[src/rtl/scroll_tick_gen.sv]
// scroll_tick_gen: decodes the 2-bit difficulty code into a scroll period and
// emits one-cycle scroll_tick pulses plus a wrapping beat counter. Difficulty
// changes are only adopted on tick boundaries so the scroll never glitches.
module scroll_tick_gen #(
  parameter int SLOW_DIV = 50_000_000,
  parameter int FAST_DIV = 25_000_000,
  parameter int DIV_W    = 26,
  parameter int BEAT_W   = 8
) (
  input  logic              clk,
  input  logic              rst,
  input  logic [1:0]        difficulty_converted,
  input  logic              start,
  input  logic              stop,
  input  logic              pause,
  output logic              scroll_tick,
  output logic [BEAT_W-1:0] beat_count,
  output logic [1:0]        active_code,
  output logic              running,
  output logic              code_err
);

  localparam logic [1:0] CODE_SLOW = 2'b11;
  localparam logic [1:0] CODE_FAST = 2'b01;
  localparam logic [1:0] CODE_STOP = 2'b10;
  localparam logic [1:0] CODE_IDLE = 2'b00;

  localparam logic [DIV_W-1:0] SLOW_MAX = DIV_W'(SLOW_DIV - 1);
  localparam logic [DIV_W-1:0] FAST_MAX = DIV_W'(FAST_DIV - 1);

  typedef enum logic [1:0] {
    ST_IDLE = 2'd0,
    ST_RUN  = 2'd1,
    ST_HOLD = 2'd2
  } state_t;

  state_t              r_state, w_state_next;
  logic [DIV_W-1:0]    r_div_cnt, w_div_next;
  logic [BEAT_W-1:0]   r_beat, w_beat_next;
  logic [1:0]          r_code, w_code_next;
  logic                r_tick, w_tick_next;
  logic                r_err, w_err_next;

  logic                w_runnable;
  logic [DIV_W-1:0]    w_div_max;

  // 11 and 01 are the only codes that carry a scroll period
  assign w_runnable = (difficulty_converted == CODE_SLOW) ||
                      (difficulty_converted == CODE_FAST);
  // terminal count of the period currently in force
  assign w_div_max  = (r_code == CODE_FAST) ? FAST_MAX : SLOW_MAX;

  // state and counter registers, cleared asynchronously
  always_ff @(posedge clk or posedge rst) begin
    if (rst) begin
      r_state   <= ST_IDLE;
      r_div_cnt <= '0;
      r_beat    <= '0;
      r_code    <= CODE_IDLE;
      r_tick    <= 1'b0;
      r_err     <= 1'b0;
    end else begin
      r_state   <= w_state_next;
      r_div_cnt <= w_div_next;
      r_beat    <= w_beat_next;
      r_code    <= w_code_next;
      r_tick    <= w_tick_next;
      r_err     <= w_err_next;
    end
  end

  // next-state logic; event priority is stop > start > pause > tick
  always_comb begin
    w_state_next = r_state;
    w_div_next   = r_div_cnt;
    w_beat_next  = r_beat;
    w_code_next  = r_code;
    w_tick_next  = 1'b0;
    w_err_next   = 1'b0;

    if (stop) begin
      // abort: beat_count is kept so the score can still be read out
      w_state_next = ST_IDLE;
      w_div_next   = '0;
      w_code_next  = CODE_IDLE;
    end else if (start && w_runnable) begin
      w_state_next = ST_RUN;
      w_code_next  = difficulty_converted;
      w_div_next   = '0;
      w_beat_next  = '0;
    end else begin
      // a start with a non-runnable code is otherwise ignored; 00 is flagged
      if (start && (difficulty_converted == CODE_IDLE)) begin
        w_err_next = 1'b1;
      end
      case (r_state)
        ST_IDLE: begin
          w_div_next = '0;
        end
        ST_RUN, ST_HOLD: begin
          if (pause) begin
            // frozen on the same edge pause is seen, even at terminal count
            w_state_next = ST_HOLD;
          end else begin
            // releasing pause counts this edge, so the delay equals pause cycles
            w_state_next = ST_RUN;
            if (r_div_cnt == w_div_max) begin
              w_tick_next = 1'b1;
              w_div_next  = '0;
              w_beat_next = r_beat + BEAT_W'(1);
              case (difficulty_converted)
                CODE_SLOW, CODE_FAST: w_code_next = difficulty_converted;
                CODE_STOP: begin
                  w_state_next = ST_IDLE;
                  w_code_next  = CODE_IDLE;
                end
                default: w_err_next = 1'b1;
              endcase
            end else begin
              w_div_next = r_div_cnt + DIV_W'(1);
            end
          end
        end
        default: begin
          w_state_next = ST_IDLE;
          w_div_next   = '0;
          w_code_next  = CODE_IDLE;
        end
      endcase
    end
  end

  assign scroll_tick = r_tick;
  assign beat_count  = r_beat;
  assign active_code = r_code;
  assign running     = (r_state != ST_IDLE);
  assign code_err    = r_err;

endmodule

[config.mk]
export PLATFORM = sky130hd
export DESIGN_NAME = scroll_tick_gen
export DESIGN_NICKNAME = d
export VERILOG_FILES = /design/src/rtl/scroll_tick_gen.sv
export SDC_FILE = /design/constraint.sdc
export NUM_CORES = 1
export LEC_CHECK = 0
export BUFFER_PORTS_ARGS = -buffer_cell sky130_fd_sc_hd__clkbuf_2
export CAP_MARGIN = 15
export CELL_PAD_IN_SITES_DETAIL_PLACEMENT = 0
export CELL_PAD_IN_SITES_GLOBAL_PLACEMENT = 2
export CORE_MARGIN = 2
export CORE_UTILIZATION = 40
export CTS_CLUSTER_SIZE = 40
export DETAILED_ROUTE_END_ITERATION = 16
export PLACE_DENSITY = 0.94
export RECOVER_POWER = 50
export SYNTH_ARGS = -nofsm -noshare
export SYNTH_HDL_FRONTEND = slang
export SYNTH_SLANG_ARGS = --single-unit
[constraint.sdc]
create_clock -name clk -period 3.7 [get_ports clk]
set_clock_uncertainty 0.1 [all_clocks]
set_input_delay 0.74 -clock clk [delete_from_list [all_inputs] [get_ports clk]]
set_output_delay 0.74 -clock clk [all_outputs]
set_load 0.03 [all_outputs]
==> metrics.md, run 1 <==
| Metric | Value |
|---|---|
| Slowest CP cell | clkbuf_1 |
| Max frequency | 393.4 MHz |
| CP endpoint kind | asynchronous set/reset pin |
| Routed length per instance | 14.83 microns |
| Synthesized flop and latch total | 40 |
| Area leader, netlist | dfrtp_1 |
| Setup-failing EPs final | 0 |
| Post-route setup slack | 1158 ps |
| Hold Path Class | flip-flop to flip-flop |
| Filler Cells Inserted | between 500 and 600 |
| Mapped Avg Cell Area | 9.030 sq um |
| CTS tree | built |
| Status | finished with violations |
| Die Span X | slightly above 80 microns |
| Worst Setup SP | rst |
| Post-Syn Area | 2411 sq um |
| Resize count post-CTS | 0 |
| Worst path depth | 3 |
| CP peak stage delay | 1540 ps |
| Num CTS Buffers | 5 |
| Final core occ | roughly 45% |
| Clock-pin slew on the worst setup and hold paths | around 80 ps |
| Fin nets | 296 |
| Worst Setup EP | r_div_cnt[11]$_DFFE_PP0N_ |
| Starting density of the core | 40.97% |
| Routed wire length | between 5 and 6 mm |
| Max_cap viols | 1 |
| Hold Vio Cnt, Final | 0 |
| Layout cells sized above 1 | about 11% |
| Sequential cell area fraction in the yosys report | about two fifths |
| Post-Syn Instances | 267 |
| YS warnings | 0 |
| Worst path required time | roughly 3600 ps |
| Tmin final | roughly 2500 ps |
| Top post-synthesis cells by area | dfrtp_1 (42%), xor2_1 (8.7%), nand2_1 (5.6%), nor2_1 (5.0%), nand3_1 (3.7%) |
| Ports | 20 |
| Synth unique cells | 51 |
| First-pass GRT wire length | 9.508 mm |
| Drt drc | 0 |
| Crit-path cells | clkbuf_2 > inv_1 > clkbuf_1 |
| Data arrival time of the critical path | approximately 2400 ps |
| Placer Congestion | a little under 0.8 |
| R2R Path End | code_err$_DFF_PP0_ |
| Input/output buffers | 19 |
| Clk sinks | 40 |
| Largest net degree at the start of global routing | 41 |
| R2R Path Start | r_div_cnt[0]$_DFFE_PP0N_ |
| VDD IR max | 0.1585 mV |
| Pre-antenna DRT Iters | 4 |
| Place WS | approximately 1100 ps |
| Unrepaired setup endpoints after global routing | no |
| Asr flop ratio synth | 100.0% |
| DP Area | 2567 sq um |
| Placement Rows | 28 |
| Worst reg2reg setup slack | 1260 ps |
| Finished Cell Area | about 2600 sq um |
| # hold bufs at CTS | 0 |
| Overall power | around 0.8 mW |
| Clock Path Buffers | 2 |
| Placed cell count | 354 |
| Synth Flop Type | dfrtp_1 |
| P&R area growth vs syn | 9.756% |
| Max-slew violation count | between 40 and 50 |
| Crit-path max FO | 40 |
| Via Count | 1985 |
| Post-CTS Repair Setup Buffers | 0 |
| HPWL Detailed | 3.766 mm |
| Syn Nets | 277 |
| Die height | about 80 microns |
| DR iter-0 viols | around 130 |
| Area of the die | 6664 sq um |
| Final period utilization | between 60 and 70% |
| Routed Antenna Nets | 0 |
| Vias/cell | 5.483 |
| H-tree depth | 2 |
| Final non-filler cell total | 362 |
| GRT Total Usage | 18.60% |
| Worst R2R Path Depth | 6 |
| CP top delay family | buffers and inverters |
| Antenna fix cells | 0 |
| Failing checks | capacitance limit, slew limit |
| Core Region | 5886 sq um |
| Power density cells | 307.7 nW/um^2 |
| CTS Root Cell | clkbuf_8 |
| Vias in the first global route | 1967 |
| Later-pin clock latency in the skew report | 300 ps |
| Slew @ Worst Pin | 2165 ps |
| Worst Hold Slack | 436.6 ps |
| Final TNS setup | 0 ps |
| Remaining global-route overflow | 0 |
| Startpoint types | input pin |
| Crit path kind | input pin to asynchronous set/reset pin |
| Slew headroom | -44.30% |
| Number of flops mapped to enable cells by yosys | 0 |
| P_leak | approximately 1.0 nW |
| CP Buf/Inv Count | 3 |
| Antenna violations before repair | 0 |
| Post-synth top area share | 41.52% |
==> sequential cells by signal, indices dropped and copies added, names as in the netlist <==
name and count:
r_div_cnt 26, r_state 2, code_err 1, beat_count 8, scroll_tick 1, active_code 2
==> final cells by class <==
class / count / area, sq um / share of cell area, %
Multi-Input combinational cell: 210 / 1333 / 50.35
Clock buffer: 8 / 90.09 / 3.404
Timing Repair Buffer: 21 / 98.84 / 3.735
Tap cell: 75 / 93.84 / 3.546
Inverter: 8 / 30.03 / 1.135
Sequential cell: 40 / 1001 / 37.83
==> cells in the mapped netlist, types with 3 or more instances <==
master     number
a21oi_1         3
and2_1          6
and3_1          6
and4_1          3
buf_2           5
dfrtp_1        40
ha_1            3
inv_1           8
nand2_1        36
nand2b_1        3
nand3_1        18
nand4_1        12
nor2_1         32
nor2b_1         4
nor3_1          7
nor4_1          3
o2111ai_1       4
o211ai_1        3
o21ai_0         4
o21ai_1         4
xor2_1         24
==> routing by layer <==
metal	routed length [microns]	track usage (%)	vias to the layer above
met2	2416	28.93	22
met4	97	6.833	0
li1	-	-	992
met1	2738	25.71	962
met5	0	0	-
met3	115	3.626	9
==> how the worst min path moves through the flow <==
stage | from | to | slack, ps | cells past startpoint
finish | r_state[1]$_DFFE_PP0N_ | r_state[1]$_DFFE_PP0N_ | 440 | 2
CTS | beat_count[0]$_DFFE_PP0P_ | beat_count[0]$_DFFE_PP0P_ | 440 | 1
global placement | r_state[1]$_DFFE_PP0N_ | r_state[1]$_DFFE_PP0N_ | 410 | 2
global route | beat_count[0]$_DFFE_PP0P_ | beat_count[0]$_DFFE_PP0P_ | 490 | 1
detailed placement | beat_count[0]$_DFFE_PP0P_ | beat_count[0]$_DFFE_PP0P_ | 420 | 1
floorplan | r_state[1]$_DFFE_PP0N_ | r_state[1]$_DFFE_PP0N_ | 380 | 2
==> cells in the final DEF (no fill, tap or decap), types with 2 or more instances in the layout <==
cell type / n
and3_1: 6
and4_1: 3
clkbuf_2: 13
nor2b_1: 4
nor2_1: 32
o31ai_1: 2
a21o_1: 2
clkbuf_8: 6
nand3_1: 18
nand2b_1: 3
nand4_1: 12
o2111ai_1: 4
nor3_1: 7
o31a_1: 2
nor4_1: 3
ha_1: 3
nand2_1: 36
inv_1: 8
clkbuf_1: 9
o211ai_1: 3
o21ai_1: 4
dfrtp_1: 40
o21ai_0: 4
a311oi_1: 2
a21oi_1: 3
nor4_2: 2
or2_2: 2
xor2_1: 24
xnor2_1: 2
and2_1: 6
==> power breakdown <==
| group | leakage, nW | switching [mW] | internal (mW) |
|---|---|---|---|
| sequential | 0.557 | 0.00291 | 0.440 |
| clock | 0.0455 | 0.157 | 0.152 |
| combinational | 0.423 | 0.0473 | 0.0148 |
| total | 1.03 | 0.207 | 0.607 |
==> tightest hold or removal path: stages, from the launching register on <==
cell     delay (ps)
dfrtp_1         360
nand3_1          70
o21ai_0          70
==> cell families after synthesis <==
group / after synthesis / share of synthesized area (%)
AND/OR/NAND/NOR: 145 / 32.64
XOR/XNOR: 26 / 9.445
AO/OA/AOI/OAI: 35 / 11.21
adder cells (fa/ha/maj): 3 / 1.557
buffers and inverters: 17 / 3.217
flip-flops: 40 / 41.52
multiplexers: 1 / 0.4152
No activity file was read; power rests on OpenSTA's default activity.
==> run 2: changes to the inputs <==
CORE_UTILIZATION = 37   (was 40)
PLACE_DENSITY = 0.89   (was 0.94)
clock period = 2.4 ns   (was 3.7 ns; I/O delays follow)
==> metrics.md, run 2 (synthesized netlist as in run 1, its figures left out) <==
| Metric | Value |
|---|---|
| Pre-antenna DRT Iters | 4 (unchanged) |
| Number of flip-flops in the largest register | 26 (unchanged) |
| HPWL Detailed | 3.940 mm (+4.6%) |
| Die Span X | 84.73 microns (+3.8%) |
| Routed Antenna Nets | 0 (unchanged) |
| Clk sinks | 40 (unchanged) |
| Final period utilization | 92.27% |
| Remaining global-route overflow | 0 (unchanged) |
| CP peak stage delay | 520 ps (-1020 ps) |
| Hold Vio Cnt, Final | 0 (unchanged) |
| P&R area growth vs syn | 13.75% |
| Biggest register | r_div_cnt |
| Resize count post-CTS | 0 (unchanged) |
| Tmin final | 2214 ps |
| Internal | 1.016 mW (+67%) |
| Max frequency | around 450 MHz |
| First-pass GRT wire length | 9.466 mm (-0.44%) |
| Data arrival time of the critical path | 2300 ps (-110 ps) |
| Via Count | 2029 (+2.2%) |
| Max-slew violation count | 0 (-100%) |
| P_leak | 1.087 nW (+6.0%) |
| Post-CTS Repair Setup Buffers | 0 (unchanged) |
| Die height | 84.73 microns (+3.8%) |
| Crit path kind | flip-flop to flip-flop |
| Clock Path Buffers | 2 (unchanged) |
| Status | finished, final reports clean |
| Startpoint types | flip-flop |
| Routed length per instance | 14.78 microns (-0.30%) |
| Final TNS setup | 0 ps (unchanged) |
| CP endpoint kind | flip-flop |
| Finished Cell Area | 2743 sq um (+3.6%) |
| Crit-path cells | inv_1 > ha_1 > nor2b_1 > and2_1 > nor4bb_1 > o21ai_1 |
| Antenna fix cells | 0 (unchanged) |
| Slew headroom | 32.29% (+77 points) |
| Fin nets | 306 (+3.4%) |
| Power density cells | 488.7 nW/um^2 (+59%) |
| GRT Total Usage | 16.22% (-2.4 points) |
| Ports | 20 (unchanged) |
| Core Region | 6314 sq um (+7.3%) |
| Drt drc | 0 (unchanged) |
| VDD IR max | 0.4398 mV (+180%) |
| Placement Rows | 29 (+3.6%) |
| Crit-path max FO | 12 (-70%) |
| Switching share of power | 24.21% (-1.2 points) |
| CTS tree | built |
| Area of the die | 7178 sq um (+7.7%) |
| Slew @ Worst Pin | 1016 ps (-1149 ps) |
| Net Sw Power | 0.3245 mW (+57%) |
| Routed wire length | 5.528 mm (+3.0%) |
| Later-pin clock latency in the skew report | 290 ps (about the same) |
| Hold Path Class | input pin to flip-flop |
| CTS Root Cell | clkbuf_8 |
| Starting density of the core | 38.19% (-2.8 points) |
| # hold bufs at CTS | 0 (unchanged) |
| DP Area | 2645 sq um (+3.0%) |
| Leading cell types in the layout, fill and taps excluded | dfrtp_1 (40), nand2_1 (36), nor2_1 (32) |
| Setup-failing EPs final | 0 (unchanged) |
| Comb pwr share | 7.7% (about the same) |
| Unrepaired setup endpoints after global routing | no |
| Final core occ | 43.44% (-1.5 points) |
| Num CTS Buffers | 5 (unchanged) |
| Clock-pin slew on the worst setup and hold paths | 80 ps (about the same) |
| Clk pwr share | 41.3% (+3.3 points) |
| Commonest non-fill, non-tap cell in the layout | dfrtp_1 |
| Layout cells sized above 1 | 15.15% (+3.7 points) |
| Reg power frac | 51.0% (-3.4 points) |
| DR iter-0 viols | 68 (-49%) |
| Placer Congestion | 0.8300 (+6.5%) |
| Vias/cell | 5.425 (-1.1%) |
| Max_cap viols | 0 (-1) |
| Largest net degree at the start of global routing | 41 (unchanged) |
| Slowest CP cell | ha_1 |
| Antenna violations before repair | 0 (unchanged) |
| Filler Cells Inserted | 655 (+10%) |
| H-tree depth | 2 (unchanged) |
| Worst path required time | 2480 ps (-1090 ps) |
| Input/output buffers | 19 (unchanged) |
| Vias in the first global route | 1943 (-1.2%) |
run 2: cell count changes in the layout (fill, tap and decap cells not counted), sizes merged:
cell and change:
clkbuf -2, buf +10, bufinv +1, clkinv +1
run 2: final cells by class:
class                           instances  area, sq um  area share, %
Clock inverter                          2        35.03          1.277
Tap cell                               77        96.34          3.513
Inverter                                8        30.03          1.095
Multi-Input combinational cell        210         1333          48.59
Sequential cell                        40         1001          36.50
Timing Repair Buffer                   31        175.2          6.387
Clock buffer                            6        72.57          2.646
run 2: worst paths after layout:
path	startpoint	endpoint	slack (ps)	depth (start not counted)
worst max-delay path	r_state[0]$_DFFE_PP0N_	beat_count[5]$_DFFE_PP0P_	190	6
worst min-delay path	difficulty_converted[1]	code_err$_DFF_PP0_	320	2
worst max register to register	r_state[0]$_DFFE_PP0N_	beat_count[5]$_DFFE_PP0P_	190	6
worst min register to register	r_state[1]$_DFFE_PP0N_	r_state[1]$_DFFE_PP0N_	420	2
max in group asynchronous	rst	r_div_cnt[17]$_DFFE_PP0N_	1200	3
min in group asynchronous	rst	beat_count[0]$_DFFE_PP0P_	370	3
run 2: power by group through the flow:
| stage | registers, mW | clock network (mW) | logic, mW |
|---|---|---|---|
| finish | 0.683 | 0.554 | 0.103 |
| global route | 0.684 | 0.593 | 0.114 |
| CTS | 0.683 | 0.570 | 0.106 |
| detailed placement | 0.697 | 0 | 0.105 |
| global placement | 0.696 | 0 | 0.105 |
| floorplan | 0.701 | 0 | 0.0637 |
run 2: stage by stage:
| stage | instances | total power, mW | worst slack (ps) | hold slack [ps] |
|---|---|---|---|---|
| 2_1_floorplan | 267 | 0.7650 | 439.0 | 377.8 |
| 3_3_place_gp | 366 | 0.8019 | 294.0 | 396.2 |
| 3_5_place_dp | 366 | 0.8023 | 217.2 | 411.3 |
| 4_1_cts | 374 | 1.359 | 227.3 | 200.8 |
| 5_1_grt | 374 | 1.391 | 88.91 | 303.4 |
| 6_report | 374 | 1.340 | 185.5 | 316.1 |
run 2: per-layer routing:
| layer | track usage (%) | vias up | part of all wire [%] | wire length [microns] |
|---|---|---|---|---|
| met5 | 0 | - | 0 | 0 |
| met4 | 5.195 | 0 | 1.3 | 74 |
| met3 | 2.852 | 7 | 2.5 | 137 |
| met2 | 25.20 | 31 | 46 | 2522 |
| met1 | 23.02 | 978 | 51 | 2793 |
| li1 | - | 1013 | - | - |
run 2: worst max-delay path: cells and delay by family (launching register included):
kind	cells	cell delay, ps
adders and majority gates	1	520
DFF	1	360
AOI/OAI and AO/OA	1	80
buffers and inverters	1	50
and+or+nand+nor	3	1000
